[src/rtl/cnn_pkg.sv]
// Shared types and clamp helpers for the CNN accelerator output path.
package cnn_pkg;

  localparam int unsigned ACC_W_DEF = 20;
  localparam int unsigned WO_DEF    = 8;
  localparam int unsigned CLAMP_W   = 64;

  typedef enum logic [1:0] {IDLE, RUN, DRAIN} state_t;

  typedef struct packed {
    logic signed [CLAMP_W-1:0] val;
    logic                      sat;
  } clamp_t;

  // Unsigned clamp to [0, 2^wo-1]; zeroing a negative does not count as saturation.
  function automatic clamp_t clamp_u(input logic signed [CLAMP_W-1:0] x,
                                     input int unsigned wo);
    logic signed [CLAMP_W-1:0] hi;
    clamp_t r;
    hi    = (CLAMP_W'(1) <<< wo) - CLAMP_W'(1);
    r.val = x;
    r.sat = 1'b0;
    if (x[CLAMP_W-1]) begin
      r.val = '0;
    end else if (x > hi) begin
      r.val = hi;
      r.sat = 1'b1;
    end
    return r;
  endfunction

  // Signed clamp to [-2^(wo-1), 2^(wo-1)-1]; both limits count as saturation.
  function automatic clamp_t clamp_s(input logic signed [CLAMP_W-1:0] x,
                                     input int unsigned wo);
    logic signed [CLAMP_W-1:0] hi;
    logic signed [CLAMP_W-1:0] lo;
    clamp_t r;
    hi    = (CLAMP_W'(1) <<< (wo - 1)) - CLAMP_W'(1);
    lo    = -(CLAMP_W'(1) <<< (wo - 1));
    r.val = x;
    r.sat = 1'b0;
    if (x < lo) begin
      r.val = lo;
      r.sat = 1'b1;
    end else if (x > hi) begin
      r.val = hi;
      r.sat = 1'b1;
    end
    return r;
  endfunction

endpackage

[src/rtl/quant_pipe.sv]
// Two-stage requantisation datapath: round-half-up shift, then clamp/offset to WO bits.
module quant_pipe
  import cnn_pkg::*;
#(
  parameter int unsigned ACC_W   = ACC_W_DEF,
  parameter int unsigned WO      = WO_DEF,
  parameter int unsigned SHIFT   = 4,
  parameter int unsigned RELU_EN = 1
) (
  input  logic                    clk,
  input  logic                    rstn,
  input  logic                    in_vld,
  input  logic signed [ACC_W-1:0] in_data,
  output logic                    s1_vld,
  output logic                    out_vld,
  output logic [WO-1:0]           out_data,
  output logic                    out_sat
);

  localparam int unsigned RW = ACC_W + 1;
  localparam logic signed [CLAMP_W-1:0] OFFSET = CLAMP_W'(1) <<< (WO - 1);

  logic signed [RW-1:0] ext_c;
  logic signed [RW-1:0] rnd_c;
  logic signed [RW-1:0] s1_data;
  clamp_t               cl_c;
  logic [WO-1:0]        pix_c;

  assign ext_c = RW'(in_data);

  // One guard bit keeps the rounding add from overflowing.
  generate
    if (SHIFT == 0) begin : g_noshift
      assign rnd_c = ext_c;
    end else begin : g_shift
      localparam logic signed [RW-1:0] HALF = RW'(1) <<< (SHIFT - 1);
      logic signed [RW-1:0] sum_c;
      assign sum_c = ext_c + HALF;
      assign rnd_c = sum_c >>> SHIFT;
    end
  endgenerate

  always_comb begin
    cl_c  = '0;
    pix_c = '0;
    if (RELU_EN != 0) begin
      cl_c  = clamp_u(CLAMP_W'(s1_data), WO);
      pix_c = WO'(cl_c.val);
    end else begin
      cl_c  = clamp_s(CLAMP_W'(s1_data), WO);
      pix_c = WO'(cl_c.val + OFFSET);
    end
  end

  always_ff @(posedge clk or negedge rstn) begin
    if (!rstn) begin
      s1_vld   <= 1'b0;
      s1_data  <= '0;
      out_vld  <= 1'b0;
      out_data <= '0;
      out_sat  <= 1'b0;
    end else begin
      s1_vld  <= in_vld;
      out_vld <= s1_vld;
      out_sat <= s1_vld & cl_c.sat;
      if (in_vld) s1_data  <= rnd_c;
      if (s1_vld) out_data <= pix_c;
    end
  end

endmodule

[src/rtl/conv_out_quantizer.sv]
// Conv output stage: frame FSM, pixel counter and saturation count around quant_pipe.
module conv_out_quantizer
  import cnn_pkg::*;
#(
  parameter int unsigned ACC_W   = ACC_W_DEF,
  parameter int unsigned WO      = WO_DEF,
  parameter int unsigned SHIFT   = 4,
  parameter int unsigned RELU_EN = 1,
  parameter int unsigned WIDTH   = 128,
  parameter int unsigned HEIGHT  = 128
) (
  input  logic                    clk,
  input  logic                    rstn,
  input  logic                    start,
  input  logic                    in_valid,
  output logic                    in_ready,
  input  logic signed [ACC_W-1:0] in_data,
  output logic                    out_vld,
  output logic [WO-1:0]           out_data,
  output logic                    busy,
  output logic                    frame_done,
  output logic [15:0]             sat_cnt
);

  localparam int unsigned FRAME_SIZE = WIDTH * HEIGHT;
  localparam int unsigned CNT_W      = $clog2(FRAME_SIZE + 1);
  localparam logic [CNT_W-1:0] LAST  = CNT_W'(FRAME_SIZE - 1);

  state_t           state;
  state_t           state_nxt;
  logic [CNT_W-1:0] pix_cnt;
  logic             accept_c;
  logic             start_go_c;
  logic             s1_vld;
  logic             out_sat;

  assign accept_c   = in_valid & in_ready;
  // A start landing on the frame_done cycle belongs to the old frame and is dropped.
  assign start_go_c = start & (state == IDLE) & ~frame_done;

  always_ff @(posedge clk or negedge rstn) begin
    if (!rstn) state <= IDLE;
    else       state <= state_nxt;
  end

  always_comb begin
    state_nxt = state;
    case (state)
      IDLE:    if (start_go_c) state_nxt = RUN;
      RUN:     if (accept_c && pix_cnt == LAST) state_nxt = DRAIN;
      DRAIN:   if (!s1_vld) state_nxt = IDLE;
      default: state_nxt = IDLE;
    endcase
  end

  always_comb begin
    in_ready = 1'b0;
    busy     = 1'b0;
    case (state)
      RUN: begin
        in_ready = 1'b1;
        busy     = 1'b1;
      end
      DRAIN:   busy = 1'b1;
      default: ;
    endcase
  end

  // Pipeline is empty when the last word has reached the output stage.
  always_ff @(posedge clk or negedge rstn) begin
    if (!rstn) frame_done <= 1'b0;
    else       frame_done <= (state == DRAIN) & ~s1_vld;
  end

  always_ff @(posedge clk or negedge rstn) begin
    if (!rstn) begin
      pix_cnt <= '0;
      sat_cnt <= '0;
    end else begin
      if (start_go_c)    pix_cnt <= '0;
      else if (accept_c) pix_cnt <= pix_cnt + CNT_W'(1);
      if (start_go_c)
        sat_cnt <= '0;
      else if (out_vld && out_sat && sat_cnt != 16'hFFFF)
        sat_cnt <= sat_cnt + 16'd1;
    end
  end

  quant_pipe #(
    .ACC_W   (ACC_W),
    .WO      (WO),
    .SHIFT   (SHIFT),
    .RELU_EN (RELU_EN)
  ) u_pipe (
    .clk      (clk),
    .rstn     (rstn),
    .in_vld   (accept_c),
    .in_data  (in_data),
    .s1_vld   (s1_vld),
    .out_vld  (out_vld),
    .out_data (out_data),
    .out_sat  (out_sat)
  );

endmodule
[config.mk]
export PLATFORM = sky130hd
export DESIGN_NAME = conv_out_quantizer
export DESIGN_NICKNAME = d
export VERILOG_FILES = /design/src/rtl/cnn_pkg.sv /design/src/rtl/quant_pipe.sv /design/src/rtl/conv_out_quantizer.sv
export SDC_FILE = /design/constraint.sdc
export NUM_CORES = 1
export LEC_CHECK = 0
export CAP_MARGIN = 20
export CORE_MARGIN = 2
export CORE_UTILIZATION = 55
export CTS_CLUSTER_DIAMETER = 30
export DETAILED_ROUTE_END_ITERATION = 6
export GPL_TIMING_DRIVEN = 0
export PLACE_DENSITY = 0.91
export SYNTH_ARGS = -nofsm -noshare
export SYNTH_HDL_FRONTEND = slang
export SYNTH_SLANG_ARGS = --single-unit
[constraint.sdc]
create_clock -name clk -period 5.8 [get_ports clk]
set_clock_uncertainty 0.1 [all_clocks]
set_input_delay 0.58 -clock clk [delete_from_list [all_inputs] [get_ports clk]]
set_output_delay 0.58 -clock clk [all_outputs]
set_load 0.05 [all_outputs]
-- Yosys cells after proc, flatten, opt, wreduce, memory -nomap -nowiden
Index checks and enable logic that the tools add are counted.
W data, S select, Z words.
- register bits after elaboration: 62
- input bits: 24
- output and inout port bits: 28
- add/sub/neg operators: 3
- magnitude comparators: 1
- equal/unequal tests: 7
- multiplexer cells: 13
- bitwise gates (word level): 7
- reductions and logical operators: 8
- operator list (operator ; number):
    $mux W16 ; 2
    $mux W15 ; 2
    $add A20 B5 Y21 const B ; 1
    $gt A17 B9 Y1 const B ; 1
    $add A16 B1 Y16 const B ; 1
    $ne A16 B16 Y1 const B ; 1
    $add A15 B1 Y15 const B ; 1
    $eq A15 B14 Y1 const B ; 1
    $mux W9 ; 1
    $mux W8 ; 1
    $mux W2 ; 3
    $ne A2 B2 Y1 const B ; 3
    $pmux W2 S3 ; 1
    $and A1 B1 Y1 ; 5
    $reduce_bool A2 Y1 ; 2
    $logic_and A1 B1 Y1 ; 3
    $mux W1 ; 3
    $reduce_and A3 Y1 ; 1
    $eq A2 B1 Y1 const B ; 1
    $eq A2 B2 Y1 const B ; 1
    $logic_not A2 Y1 ; 1
    $not A1 Y1 ; 2
    $reduce_or A2 Y1 ; 1

-- Depth between registers and ports, before layout
Gate-level depths: netlist of the first run.
- word-level depth: 6
- depth in mapped cells: 8

-- Hierarchy
From an unflattened synthesis of the first run, not the netlist that was laid out.
- cells, all modules: 324
- area total of the unflattened synthesis: 3144.3 µm²
- by module, submodules not included (module ; times used ; cells an instance ; area each (µm²) ; sequential area each (µm²)):
    conv_out_quantizer ; 1 ; 184 ; 1789.2 ; 850.8
    quant_pipe ; 1 ; 140 ; 1355.0 ; 700.7

-- Worst setup path after synthesis of the first run
OpenSTA, ideal clock, no wires.
- kind: reg-to-reg
- start: reg state[1]
- end: reg pix_cnt[11]
- setup time: 0.136 ns
- data arrival time: 2.117 ns
- data required time: 5.564 ns
- slack: 3.447 ns
- stages on the path, launching flop included: 7
- cell sequence: dfrtp_1 > inv_1 > ha_1 > nand2_1 > or4_1 > o21ai_0 > a21oi_1
- word-level cells in the longest chain between the ends: 4
- elaborated cells on any way between the ends: 8
- those cells by class: 1 x eq/ne; 2 x mux; 3 x bitwise; 2 x reduce/logical
- RTL lines (item ; line ; RTL):
    start: declaration ; conv_out_quantizer.sv:29 ; state_t state;
    start signal: assignment ; conv_out_quantizer.sv:43 ; else state <= state_nxt;
    $eq A2 B1 Y1 ; conv_out_quantizer.sv:59 ; case (state)
    $mux W1 ; conv_out_quantizer.sv:59 ;
    named net in_ready ; conv_out_quantizer.sv:16 ; output logic in_ready,
    $and A1 B1 Y1 ; conv_out_quantizer.sv:37 ; assign accept_c = in_valid & in_ready;
    $reduce_bool A2 Y1 (no source line) ; -- ;
    end signal: assignment ; conv_out_quantizer.sv:81 ; else if (accept_c) pix_cnt <= pix_cnt + CNT_W'(1);
    end: declaration ; conv_out_quantizer.sv:31 ; logic [CNT_W-1:0] pix_cnt;
The timed path passes the listed nets, and every way through them passes these cells.
A chain may end at the register's enable or synchronous reset.

-- Worst setup path after layout of the first run
- start: reg state[1]
- end: out in_ready
- word-level cells in the longest chain between the ends: 2
- RTL lines (item ; line):
    $eq A2 B1 Y1 ; conv_out_quantizer.sv:59
    $mux W1 ; conv_out_quantizer.sv:59
    end: declaration ; conv_out_quantizer.sv:16
Every way passes these cells.

==> run metrics, run 1 <==
crit path kind flip-flop to primary output; Max Root-Sink Buffers 2; Pre-antenna DRT Iters 7; area of the core 5610 um^2; routed len/inst 15.7 um; dominant synthesized flop cell dfrtp_1; Final Net Count 446; CTS tree done; Fmax achieved 375 MHz; clock-pin slew on the worst setup and hold paths 80 ps; setup TNS 0 ps; Critical Path Sink Type primary output; Max stage delay cell, worst path clkdlybuf4s50_1; final setup violation count 0; Worst-Margin Slew 709 ps; Sw Ratio 36.7%; synthesized area 3240 um^2; total I/O pin count 52; Syn Nets 386; Lkg Pwr 1.64 nW; Synth Area in Adders 2.32%; min Tclk post-route 2660 ps; max incr delay on CP 850 ps; hold crit path type input port to async pin; largest area contributor in the netlist dfrtp_1; RSZ-0062 raised after global routing no; pin count of the biggest net entering global routing 33; Max Slew Vio Count 0; mux cell area share after synthesis 2.17%; post_cts resized 0; crit share post-route 45.9%; startpoint types flip-flop; R2R depth 6; row cnt 27; Critical Path RT 5120 ps; Syn-to-layout area delta 25.4%; Buf+Inv Stages, Crit Path 2; Post-synth EDFFs 0; final hold viol count 0; first-pass GRT wire length 13.2 mm; initial antenna violation count 0; crit-path cells inv_1 -> ha_1 -> clkdlybuf4s50_1; full die area 6510 um^2; Sink Count 62; ANT cells 0; antenna-violating nets left 0; Tot GR Track Use 26.8%; internal power 0.971 mW; final core occ 72.4%; complex-gate fraction of the synthesized area 13.5%; CTS Root Cell clkbuf_8; RR Startpoint state[1]; Post-DP Area 3820 um^2; Final Cell Area 4060 um^2; smallest hold slack 182 ps; sw power 0.563 mW; Logic pwr share 31.8%; most common library cells after synthesis 62 x dfrtp_1, 54 x nand2_1, 39 x o21ai_0; crit path DAT 1980 ps; Hold Buf Count CTS 0; postcts setup bufs 0; DR vias/cell 6.06; Worst VDD drop 0.319 mV; Top Family by Delay on Critical Path buffers and inverters; r2r setup slk 3540 ps; Worst R2R End state[0]; xor and xnor area share after synthesis 6.50%; largest family of logic cells by synthesized area simple AND/OR/NAND/NOR gates; top cells by area, synth dfrtp_1 48%, nand2_1 6.3%, o21ai_0 6.0%; DRT iter0 DRCs 232; top-area cell type share of the netlist area 48.0%; GPL Wtd Cong 0.864; layout cells sized above 1 5.46%; vias in the first global route 2903; sequential fraction of the synthesis area 48.0%; Crit Path Max Fanout 7; Routed WL 7.74 mm; most frequent cell after synthesis dfrtp_1; post-DP HPWL 5.44 mm; Syn Area/Cell 9.09 um^2; Post-route DRC 2; Worst-Skew Late Latency 340 ps; Die Span X 80.7 um; Slew HR 52.3%; H-tree depth 3; Remaining Overflow, GRT 0; Reg power frac 38.6%; async set-reset flop share out of synthesis 100%; max_cap viols 0; IO buf count 48; Die Ht 80.7 um; Simple-Gate Fraction of Synth Area 23.9%; clock share of power 29.7%; synth warn 0; failing checks design-rule violations; Starting Density 57.7%; Unique masters post-synth 40; status finished, violations left; CTS buffer count 9; post-synthesis cell count 356; routed via count 2988; synthesized flop and latch total 62; Power Density 378 nW/um^2
[cells by family after synthesis]
group	Yosys count
compound gates	76
xor+xnor	24
fa+ha+maj	6
buf+inv	31
flops	62
mux	7
simple gates	150
[final cells by class]
cell class | count | area, um^2
tap | 72 | 90.1
fill | 424 | 1550
multi-input combinational | 263 | 1570
sequential | 62 | 1550
timing repair buffer | 49 | 495
clock inverter | 7 | 113
inverter | 18 | 67.6
buffer | 13 | 48.8
clock buffer | 9 | 124
[through the flow]
step / power, mW / instances / setup WS [ps]
CTS: 1.54 / 493 / 3130
global placement: 1.05 / 476 / 2140
finish: 1.53 / 493 / 3140
floorplan: 0.902 / 356 / 3450
global route: 1.62 / 493 / 3040
detailed placement: 1.08 / 477 / 3300
[layout by cell type, fill, tap and decap left out, types with 2 or more instances in the layout]
master / synthesis / layout
nand3b_1: 2 / 2
mux2i_1: 7 / 7
nor4_1: 6 / 6
nand3_1: 10 / 10
dfrtp_1: 62 / 62
and3_1: 4 / 4
xnor2_1: 14 / 14
a211oi_1: 3 / 3
nor3_1: 8 / 8
and4_1: 6 / 6
clkdlybuf4s50_1: 0 / 47
nand4b_1: 2 / 2
or3_1: 6 / 6
a31oi_1: 4 / 4
clkbuf_1: 12 / 12
nand4_1: 16 / 16
ha_1: 6 / 6
and2_1: 2 / 2
clkbuf_8: 0 / 9
a31o_2: 2 / 2
nand2b_1: 6 / 6
o31ai_1: 4 / 4
or4_1: 3 / 3
bufinv_16: 0 / 3
o21ai_0: 39 / 39
nand2_1: 54 / 54
inv_1: 18 / 18
nor2_1: 20 / 20
a21oi_1: 17 / 17
clkinv_2: 0 / 3
xor2_1: 10 / 10
[per-layer routing]
metal / track usage, % / share of wire (%)
met4: 12.4 / 2.1
met5: 0 / 0
met3: 6.52 / 7.3
met2: 45.3 / 51
met1: 32.4 / 39
[state kept, by name, indices dropped and copies added, names as in the netlist]
register / count
state: 2
pix_cnt: 15
u_pipe.out_sat: 1
frame_done: 1
sat_cnt: 16
u_pipe.s1_data: 17
u_pipe.s1_vld: 1
u_pipe.out_vld: 1
u_pipe.out_data: 8
[worst max-delay path by stage]
stage | to | startpoint | slack, ps | cells after the start
floorplan | pix_cnt[11] | state[1] | 3450 | 6
global placement | u_pipe.s1_data[14] | rstn | 2140 | 1
detailed placement | state[0] | in_valid | 3300 | 5
CTS | in_ready | state[1] | 3130 | 3
global route | in_ready | state[1] | 3040 | 3
finish | in_ready | state[1] | 3140 | 3
[power groups by stage]
| stage | Sequential [mW] | Clock (mW) | Combinational, mW |
|---|---|---|---|
| 6_report | 0.592 | 0.455 | 0.487 |
| 5_1_grt | 0.601 | 0.479 | 0.534 |
| 4_1_cts | 0.589 | 0.459 | 0.490 |
| 3_5_place_dp | 0.596 | 0 | 0.483 |
| 3_3_place_gp | 0.591 | 0 | 0.460 |
| 2_1_floorplan | 0.680 | 0 | 0.222 |
No activity file was read; power rests on OpenSTA's default activity.
==> inputs of run 2 (changes only) <==
CORE_UTILIZATION = 48   (was 55)
PLACE_DENSITY = 0.85   (was 0.91)
clock period = 2.4 ns   (was 5.8 ns; I/O delays follow)
==> run 2 against run 1 <==
Net effect:
- the flow now finishes without violations
- global-route usage is 6.9 points lower
- power is 120% higher
- routed wire length decreased by 7.8%
- first-iteration DRC count decreased by 43%
- cell area down 0.77%
- non-clock buffer count is 1 higher
- cell count increased by 1.2%
- flip-flop and latch count unchanged
- worst setup slack worse by 3000 ps
- critical path type unchanged
- critical endpoint is now busy
==> run metrics, run 2 (synthesis gave the netlist of run 1 again) <==
GR Util met2 35.8%; Worst-Margin Slew 738 ps; layout cells sized above 1 5.21%; Worst VDD drop 0.700 mV; post-DP HPWL 5.08 mm; pin count of the biggest net entering global routing 43; startpoint types flip-flop; status completed; postcts setup bufs 0; IO buf count 48; Remaining Overflow, GRT 0; placed cell count 482; commonest non-fill, non-tap cell in the layout dfrtp_1; area of the core 6420 um^2; smallest hold slack 302 ps; crit share post-route 92.8%; initial antenna violation count 0; Max stage delay cell, worst path clkdlybuf4s50_1; Syn-to-layout area delta 24.4%; max reg flops 17; full die area 7410 um^2; Top Family by Delay on Critical Path buffers and inverters; GR Util met1 22.6%; crit path kind flip-flop to primary output; setup slack after layout 172 ps; Slew HR 50.3%; met3 usage 5.39%; final setup violation count 0; min Tclk post-route 2230 ps; DR vias/cell 5.73; largest reg by FF count u_pipe.s1_data; Lkg Pwr 1.63 nW; R2R depth 6; hold crit path type input port to async pin; DRT iter0 DRCs 133; Buf+Inv Stages, Crit Path 2; Post-route DRC 0; ANT cells 0; Sink Count 62; Fmax achieved 449 MHz; max incr delay on CP 800 ps; CTS buffer count 9; Crit Path Max Fanout 4; Pre-antenna DRT Iters 7; Max Slew Vio Count 0; r2r setup slk 180 ps; first-pass GRT wire length 11.6 mm; Routed WL 7.14 mm; total power 3.43 mW; crit path DAT 1890 ps; total I/O pin count 52; pre-CTS setup slack 169 ps; setup TNS 0 ps; Most Used Layer, Global Route met2; Critical Path Sink Type primary output; routed len/inst 14.3 um; crit-path cells inv_1 -> ha_1 -> clkdlybuf4s50_1; commonest non-fill, non-tap cells in the layout 62 x dfrtp_1, 54 x nand2_1, 46 x clkdlybuf4s50_1, 39 x o21ai_0, 20 x nor2_1; routed via count 2860; antenna-violating nets left 0; max_cap viols 0; Critical Path RT 2060 ps; final hold viol count 0; row cnt 29; RR Startpoint state[1]; non-filler cells, final 499; RSZ-0062 raised after global routing no; Worst R2R End state[0]; CTS Root Cell clkbuf_8; Regs by FF count u_pipe.s1_data x17, sat_cnt x16, pix_cnt x15; CTS tree done; Die Ht 86.1 um; vias in the first global route 2702; clock-pin slew on the worst setup and hold paths 70 ps; Power Density 851 nW/um^2; GPL Wtd Cong 0.828; Worst-Skew Late Latency 340 ps; Starting Density 50.4%; Die Span X 86.1 um; Tot GR Track Use 19.9%; Max Root-Sink Buffers 2; H-tree depth 3; Final Net Count 447
## run 2: how the worst max path moves through the flow
| stage | from | to | slack (ps) | depth (start not counted) |
|---|---|---|---|---|
| 2_1_floorplan | state[1] | pix_cnt[11] | 50 | 6 |
| 3_3_place_gp | rstn | u_pipe.s1_data[14] | -920 | 1 |
| 3_5_place_dp | state[1] | state[0] | 170 | 6 |
| 4_1_cts | state[1] | in_ready | 40 | 3 |
| 5_1_grt | state[1] | state[0] | 30 | 6 |
| 6_report | state[0] | busy | 170 | 3 |
## run 2: through the flow
| stage | area (um^2) | util, % |
|---|---|---|
| finish | 4030 | 62.7 |
| global placement | 3810 | 59.4 |
| global route | 4030 | 62.7 |
| floorplan | 3240 | - |
| detailed placement | 3830 | 59.6 |
| CTS | 4020 | 62.7 |
## run 2: worst register-to-register path, stage by stage (launching register included)
cell and delay (ps):
dfrtp_1 400, inv_1 100, ha_1 310, nand2_1 250, nor4_2 550, nand2_1 140
a311oi_1 280
## run 2: timing repair
item / in CTS / in global routing
endpoints found under the hold margin: 20 / 0
resized for setup: 0 / 1
endpoints found under the setup margin: 0 / 1
hold buffers: 1 / 0
## run 2: report_power, final
group / switching (mW) / internal (mW) / total (mW)
Clock: 0.390 / 0.456 / 0.846
Sequential: 0.136 / 1.28 / 1.42
Combinational: 0.780 / 0.382 / 1.16
## run 2: metal layers
layer | vias up | share of wire [%]
met2 | 97 | 51
met5 | - | 0
met3 | 13 | 5.7
li1 | 1394 | -
met1 | 1356 | 42
met4 | 0 | 1.2
## run 2: final cells by class
| class | instances | area (um^2) |
|---|---|---|
| fillers | 538 | 2400 |
| multi-input cells | 263 | 1570 |
| flip-flops and latches | 62 | 1550 |
| repair buffers | 50 | 508 |
| clock buffers | 13 | 169 |
| well taps | 77 | 96.3 |
| inverters | 18 | 67.6 |
| plain buffers | 13 | 48.8 |
| clock inverters | 3 | 17.5 |
